===== src/rtl/decoder_pkg.sv =====
// Shared types and helpers for the decoder_scan block: FSM state encoding
// and the one-hot output width derived from the select width.
package decoder_pkg;

    typedef enum logic {
        S_IDLE = 1'b0,
        S_SCAN = 1'b1
    } decoder_state_t;

    function automatic int out_width(input int n);
        return 2 ** n;
    endfunction

endpackage


===== src/rtl/decoder_n_to_m.sv =====
// Purely combinational N-to-2^N one-hot decoder; all-zero output when disabled.
module decoder_n_to_m
    import decoder_pkg::*;
#(
    parameter int N = 3
) (
    input  logic                    ena,
    input  logic [N-1:0]            in,
    output logic [out_width(N)-1:0] out
);

    always_comb begin
        out = '0;
        if (ena) begin
            out[in] = 1'b1;
        end
    end

endmodule


===== src/rtl/decoder_scan.sv =====
// Registered one-hot decoder with a built-in scan sequencer (direct decode or
// a sweep of every output line). Define DECODER_SCAN_WRAP_EN for continuous scan.
module decoder_scan
    import decoder_pkg::*;
#(
    parameter int N     = 3,
    parameter int DWELL = 1
) (
    input  logic                    clk,
    input  logic                    rst,
    input  logic                    ena,
    input  logic                    mode,
    input  logic [N-1:0]            in,
    input  logic                    start,
    output logic [out_width(N)-1:0] out,
    output logic [N-1:0]            index,
    output logic                    busy,
    output logic                    done
);

    localparam int M  = out_width(N);
    localparam int CW = (DWELL > 1) ? $clog2(DWELL) : 1;
    localparam logic [N-1:0]  LAST_IDX = '1;
    localparam logic [CW-1:0] CNT_LAST = CW'(DWELL - 1);

`ifdef DECODER_SCAN_WRAP_EN
    localparam bit WRAP_EN = 1'b1;
`else
    localparam bit WRAP_EN = 1'b0;
`endif

    if (DWELL < 1) begin : g_dwell_check
        $error("decoder_scan: DWELL must be >= 1");
    end

    decoder_state_t state_q, state_d;
    logic [N-1:0]   index_q, index_d;
    logic [CW-1:0]  cnt_q, cnt_d;
    logic [M-1:0]   out_q, out_d;
    logic           done_q, done_d;

    logic           dwell_end;
    logic           pass_end;
    logic           dec_ena;
    logic [N-1:0]   dec_in;
    logic [M-1:0]   dec_out;

    assign dwell_end = (cnt_q == CNT_LAST);
    assign pass_end  = (state_q == S_SCAN) && dwell_end && (index_q == LAST_IDX);

    always_ff @(posedge clk) begin
        if (rst) begin
            state_q <= S_IDLE;
            index_q <= '0;
            cnt_q   <= '0;
            out_q   <= '0;
            done_q  <= 1'b0;
        end else begin
            state_q <= state_d;
            index_q <= index_d;
            cnt_q   <= cnt_d;
            out_q   <= out_d;
            done_q  <= done_d;
        end
    end

    always_comb begin
        state_d = state_q;
        case (state_q)
            S_IDLE: begin
                if (ena && mode && start) begin
                    state_d = S_SCAN;
                end
            end
            S_SCAN: begin
                // An ena drop aborts even on the final dwell cycle.
                if (!ena) begin
                    state_d = S_IDLE;
                end else if (pass_end && !WRAP_EN) begin
                    state_d = S_IDLE;
                end
            end
            default: state_d = S_IDLE;
        endcase
    end

    always_comb begin
        index_d = '0;
        cnt_d   = '0;
        if (state_d == S_SCAN && state_q == S_SCAN) begin
            if (dwell_end) begin
                // N-bit arithmetic wraps the last index back to 0 in wrap mode.
                index_d = index_q + N'(1);
            end else begin
                index_d = index_q;
                cnt_d   = cnt_q + CW'(1);
            end
        end
        done_d  = pass_end && ena;
        dec_in  = (state_d == S_SCAN) ? index_d : in;
        dec_ena = (state_d == S_SCAN) || (state_q == S_IDLE && ena && !mode);
        out_d   = dec_out;
    end

    decoder_n_to_m #(.N(N)) u_dec (
        .ena (dec_ena),
        .in  (dec_in),
        .out (dec_out)
    );

    assign out   = out_q;
    assign index = index_q;
    assign busy  = (state_q == S_SCAN);
    assign done  = done_q;

endmodule


===== config.mk =====
export PLATFORM = sky130hd
export DESIGN_NAME = decoder_scan
export DESIGN_NICKNAME = d
export VERILOG_FILES = /design/src/rtl/decoder_pkg.sv /design/src/rtl/decoder_n_to_m.sv /design/src/rtl/decoder_scan.sv
export SDC_FILE = /design/constraint.sdc
export NUM_CORES = 1
export LEC_CHECK = 0
export CORE_UTILIZATION = 44
export DETAILED_ROUTE_END_ITERATION = 10
export PLACE_DENSITY = 0.85
export SLEW_MARGIN = 30
export SYNTH_ARGS = -nofsm -noshare
export SYNTH_HDL_FRONTEND = slang
export SYNTH_SLANG_ARGS = --single-unit

===== constraint.sdc =====
create_clock -name clk -period 3.8 [get_ports clk]
set_input_delay 0.76 -clock clk [delete_from_list [all_inputs] [get_ports clk]]
set_output_delay 0.76 -clock clk [all_outputs]
set_load 0.1 [all_outputs]

==> summary.md, run 1 <==
| Metric | Value |
|---|---|
| Core Box Area | 0.00116 mm² |
| Worst Skew | 0.00402 ns |
| Crit-path leading delay family | buffers and inverters |
| Total power divided by cell area | 342 mW/mm² |
| Post-Syn Nets | 66 |
| Starting Density | 49.9% |
| Post-synth top area share | 48.6% |
| CP Launch Type | flip-flop |
| Setup violations, final | 0 |
| Number of remaining DRC errors | 0 |
| Max Cap Viol | 0 |
| Largest net degree at the start of global routing | 15 |
| Crit. End Element | primary output |
| Clock Path Buffers | 2 |
| Yosys warnings | 0 |
| GP Congestion | 0.730 |
| Latest clock arrival within the worst-skew pair | 0.27 ns |
| Wire per inst | 11.9 µm |
| Mapped cell area | 577 µm² |
| RSZ-0062 raised after global routing | false |
| Commonest non-fill, non-tap cell in the layout | clkdlybuf4s50_1 |
| Setup_tns | 0 ns |
| CTS resizes | 0 |
| Leak pwr | 0.305 nW |
| Outcome | complete, no violations |
| # clock sinks | 14 |
| Antenna cells | 0 |
| Hold Buf Count CTS | 0 |
| Antenna violations before repair | 0 |
| Vias/cell | 5.33 |
| Die Wd | 38.2 µm |
| Fin crit period | 2.80 ns |
| CP Data Arrival Time | 2.04 ns |
| Fill cells | 92 |
| Total Power | 274 µW |
| Drt pass-1 iters | 4 |
| Crit path cell chain | clkdlybuf4s50_1 |
| Final design utilization | 69.3% |
| Synth cell types | 25 |
| Max stage delay on crit path | 1.21 ns |
| Total grt overflow | 0 |
| CTS clock-pin slew for the worst setup and hold paths | 0.08 ns |
| Bufs and invs on worst path | 1 |
| Site Rows | 12 |
| Num ports | 21 |
| Synth top area cells | dfxtp_1 49%, nor3_1 7.8%, ha_1 4.3%, nor2b_1 4.3%, a32o_1 3.5% |
| First-pass GRT wire length | 1810 µm |
| Worst-Margin Slew | 0.985 ns |
| Hold WC Path Type | reg2reg |
| H-tree levels | 1 |
| Layout cell share with drive strength beyond 1 | 9.09% |
| Final Hold Viols | 0 |
| Hold_ws | 0.601 ns |
| Maximum VDD drop | 233 µV |
| CTS buffer count | 3 |
| Initial DRC count | 9 |
| Register bit total from synthesis | 14 |
| Vias in the first global route | 426 |
| Synth area leader | dfxtp_1 |
| Max Slew Vio Count | 0 |
| Area Growth Syn to Fin | 38.8% |
| Seq/Total Area, Yosys | 48.6% |
| Relative slew margins | 34.1% |
| CP max stage cell | clkdlybuf4s50_1 |
| Routed wire length | 1090 µm |
| Port Buffers | 20 |
| Worst Path Required | 3.04 ns |
| Postcts setup bufs | 0 |
| NumNets Final | 89 |
| Post-DP HPWL | 800 µm |
| Crit Path Category | reg2out |
| Period utilization | 73.7% |
| Most frequent cells in the layout | 20 x clkdlybuf4s50_1, 14 x dfxtp_1, 9 x nor3_1 |
| DIE AREA | 0.00146 mm² |
| Die Ht | 38.2 µm |
| CP max FO | 14 |
| CTS tree | built |
| Post-Syn Instances | 56 |
| Max Fclk | 357 MHz |
| Post-route ant nets | 0 |
| GRT Util Overall | 18.3% |
| Syn_area_per_cell | 10.3 µm² |
| Vias | 485 |
| Root Driver | clkbuf_4 |
[through the flow]
| step | cells | setup WS [ns] | cell area, µm² |
|---|---|---|---|
| after floorplan | 56 | 1.55 | 577 |
| after global placement | 88 | 1.31 | 778 |
| after detailed placement | 88 | 1.30 | 778 |
| after CTS | 91 | 0.986 | 801 |
| after global routing | 91 | 0.921 | 801 |
| final | 91 | 1.00 | 801 |
[where the power goes]
group / internal (mW) / switching [mW] / total, mW
clock: 0.0366 / 0.0429 / 0.0796
sequential: 0.149 / 0.00284 / 0.152
combinational: 0.0164 / 0.0258 / 0.0422
total: 0.202 / 0.0716 / 0.274
[synthesized netlist by cell type]
cell type  count
a32o_1         2
a211oi_1       1
a21boi_2       1
nand2_1        2
a21o_1         1
o21ai_2        1
dfxtp_1       14
nand3b_1       1
nor2_1         1
nor3_1         9
and3_1         3
nor2b_1        4
a22o_1         2
ha_1           2
o21a_1         1
and2b_2        1
nor4b_1        1
buf_6          1
conb_1         1
a32oi_1        2
buf_2          1
nor3b_1        1
o21ai_0        1
or3_4          1
nand3_1        1
[layout make-up]
type	count	area (µm²)	share of cell area (%)
clock buffer	3	22.5	2.81
multi-input combinational	40	280	35.0
timing repair buffer	20	200	25.0
tap	14	17.5	2.19
sequential	14	280	35.0
[worst paths after layout]
path                            cells past startpoint     start      to  slack, ns
worst min register to register                      1     cnt_q    done       0.60
worst max-delay path                                1      busy    busy        1.0
worst min-delay path                                1     cnt_q    done       0.60
worst max register to register                      6  index[0]  out[6]       2.03
[per-layer routing]
metal | part of all wire [%] | global-route usage [%]
met5 | 0 | 0
met3 | 5.0 | 8.72
met1 | 50 | 25.0
met4 | 0.74 | 2.68
met2 | 44 | 26.7
[state kept, by name, summed over array words and instances (netlist names)]
register / count
busy: 1
index: 3
cnt_q: 1
out: 8
done: 1
[cell families (layout without fill, tap and decap cells)]
group | after synthesis | in the layout | share of synthesized area [%]
and+or+nand+nor | 25 | 25 | 25.8
DFF | 14 | 14 | 48.6
AOI/OAI and AO/OA | 12 | 12 | 17.8
other | 1 | 1 | 0.650
adders and majority gates | 2 | 2 | 4.34
buffers and inverters | 2 | 23 | 2.82
No activity file was read; power rests on OpenSTA's default activity.
==> run 2: changes to the inputs <==
--- a/config.mk
+++ b/config.mk
@@ -5,9 +5,9 @@
 export SDC_FILE = /design/constraint.sdc
 export NUM_CORES = 1
 export LEC_CHECK = 0
-export CORE_UTILIZATION = 44
+export CORE_UTILIZATION = 41
 export DETAILED_ROUTE_END_ITERATION = 10
-export PLACE_DENSITY = 0.85
+export PLACE_DENSITY = 0.81
 export SLEW_MARGIN = 30
 export SYNTH_ARGS = -nofsm -noshare
 export SYNTH_HDL_FRONTEND = slang
==> constraint.sdc (replaced) <==
create_clock -name clk -period 2.6 [get_ports clk]
set_input_delay 0.52 -clock clk [delete_from_list [all_inputs] [get_ports clk]]
set_output_delay 0.52 -clock clk [all_outputs]
set_load 0.1 [all_outputs]
==> run 2 against run 1 <==
- count of clock-buffer cells in the layout is 1 higher
- core utilization is 9.1 points lower
- worst hold slack better by 0.0070 ns
- first-iteration DRC count is 120% higher
- global-route usage is 1.6 points lower
==> summary.md, run 2 (synthesized netlist as in run 1, its figures left out) <==
| Metric | Value |
|---|---|
| CTS clock-pin slew for the worst setup and hold paths | 0.09 ns (about the same) |
| Clock Path Buffers | 2 (unchanged) |
| RSZ-0062 raised after global routing | false |
| Root Driver | clkbuf_4 |
| Leak pwr | 0.338 nW (+11%) |
| DIE AREA | 0.00156 mm² (+6.9%) |
| Crit. End Element | primary output |
| Total power divided by cell area | 560 mW/mm² (+64%) |
| Outcome | complete, no violations |
| Total Power | 438 µW (+60%) |
| Setup_tns | 0 ns (unchanged) |
| Fill cells | 111 (+21%) |
| Period utilization | 67.9% |
| Crit path cell chain | buf_4 |
| Area Growth Syn to Fin | 35.8% |
| Layout cell share with drive strength beyond 1 | 26.9% (+18 points) |
| GP Congestion | 0.766 (+5.0%) |
| Num ports | 21 (unchanged) |
| Max Cap Viol | 0 (unchanged) |
| Setup slack, reg-to-reg | 0.85 ns (-1.18 ns) |
| Fin crit period | 1.77 ns |
| Max stage delay on crit path | 0.59 ns (-0.62 ns) |
| R2R depth | 6 (unchanged) |
| Crit Path Category | reg2out |
| Max Slew Vio Count | 0 (unchanged) |
| CP Data Arrival Time | 1.25 ns (-0.79 ns) |
| Site Rows | 13 (+1) |
| WP depth | 1 (unchanged) |
| First-pass GRT wire length | 1730 µm (-4.9%) |
| Routed wire length | 1070 µm (-1.1%) |
| Port Buffers | 20 (unchanged) |
| RR Endpoint | out[1] |
| Vias | 502 (+3.5%) |
| Antenna violations before repair | 0 (unchanged) |
| Post-DP HPWL | 821 µm (+2.6%) |
| Critical Path Sink | busy |
| CTS buffer count | 3 (unchanged) |
| Die Wd | 39.5 µm (+3.4%) |
| Die Ht | 39.5 µm (+3.4%) |
| Max Fclk | 567 MHz |
| Bufs and invs on worst path | 1 (unchanged) |
| Antenna cells | 0 (unchanged) |
| Vias in the first global route | 413 (-3.1%) |
| Latest clock arrival within the worst-skew pair | 0.27 ns (about the same) |
| Worst Path Required | 2.08 ns (-0.96 ns) |
| Worst Skew | 0.00143 ns (-0.00260 ns) |
| Max reg flops | 8 (unchanged) |
| CP Launch Type | flip-flop |
| CTS resizes | 0 (unchanged) |
| Initial DRC count | 20 (+11) |
| CP max FO | 14 (unchanged) |
| CP max stage cell | dfxtp_1 |
| Core Box Area | 0.00130 mm² (+13%) |
| Postcts setup bufs | 0 (unchanged) |
| Most frequent cells in the layout | 14 x dfxtp_1, 13 x buf_4, 9 x nor3_1 |
| Starting Density | 44.3% (-5.6 points) |
| Hold WC Path Type | reg2reg |
| RR Startpoint | index[0] |
| CP Launch Point | busy |
| Setup violations, final | 0 (unchanged) |
| GRT Util Overall | 16.7% (-1.6 points) |
| Commonest non-fill, non-tap cell in the layout | dfxtp_1 |
| Hold Buf Count CTS | 0 (unchanged) |
| H-tree levels | 1 (unchanged) |
| # clock sinks | 14 (unchanged) |
| Largest net degree at the start of global routing | 15 (unchanged) |
| Post-route ant nets | 0 (unchanged) |
| Number of remaining DRC errors | 0 (unchanged) |
| Final Hold Viols | 0 (unchanged) |
| Maximum VDD drop | 308 µV (+32%) |
| Total grt overflow | 0 (unchanged) |
| NumNets Final | 89 (unchanged) |
| Wire per inst | 11.5 µm (-3.2%) |
| Drt pass-1 iters | 4 (unchanged) |
| CTS tree | built |
| Crit-path leading delay family | flip-flops |
| Vias/cell | 5.40 (+1.3%) |
## run 2: routing by layer
metal | global-route usage, % | up-vias | share of wire, %
met2 | 25.0 | 23 | 46
met4 | 5.17 | 0 | 0
met5 | 0 | - | 0
met1 | 21.5 | 224 | 47
met3 | 6.82 | 0 | 6.8
li1 | - | 255 | -
## run 2: how the worst min path moves through the flow
stage                         from       end  slack (ns)  cells past startpoint
final                     index[0]  index[0]        0.61                      2
after floorplan              cnt_q      done        0.51                      2
after CTS                    cnt_q      done        0.61                      1
after global placement       cnt_q      done        0.59                      1
after global routing      index[0]  index[0]        0.67                      2
after detailed placement     cnt_q      done        0.59                      1
## run 2: where the power goes
| part | switching, mW | internal (mW) | leakage, nW | total [mW] |
|---|---|---|---|---|
| Clock | 0.0708 | 0.0851 | 0.0210 | 0.156 |
| Combinational | 0.0373 | 0.0230 | 0.204 | 0.0603 |
| Sequential | 0.00441 | 0.218 | 0.113 | 0.222 |
| Total | 0.113 | 0.326 | 0.338 | 0.438 |
## run 2: cell type report
type                       instances  area [µm²]  share of cell area [%]
clock buffer                       4        36.3                    4.63
tap                               15        18.8                    2.40
sequential                        14         280                    35.8
multi-input combinational         40         280                    35.8
timing repair buffer              20         168                    21.4
## run 2: metrics by stage
| step | setup slack, ns | utilization (%) | std cells | hold slack, ns | instance area [µm²] |
|---|---|---|---|---|---|
| 2_1_floorplan | 0.352 | - | 56 | 0.507 | 577 |
| 3_3_place_gp | 0.759 | 57.4 | 89 | 0.589 | 747 |
| 3_5_place_dp | 0.719 | 57.4 | 89 | 0.589 | 747 |
| 4_1_cts | 0.840 | 60.2 | 93 | 0.608 | 783 |
| 5_1_grt | 0.690 | 60.2 | 93 | 0.674 | 783 |
| 6_report | 0.835 | 60.2 | 93 | 0.608 | 783 |
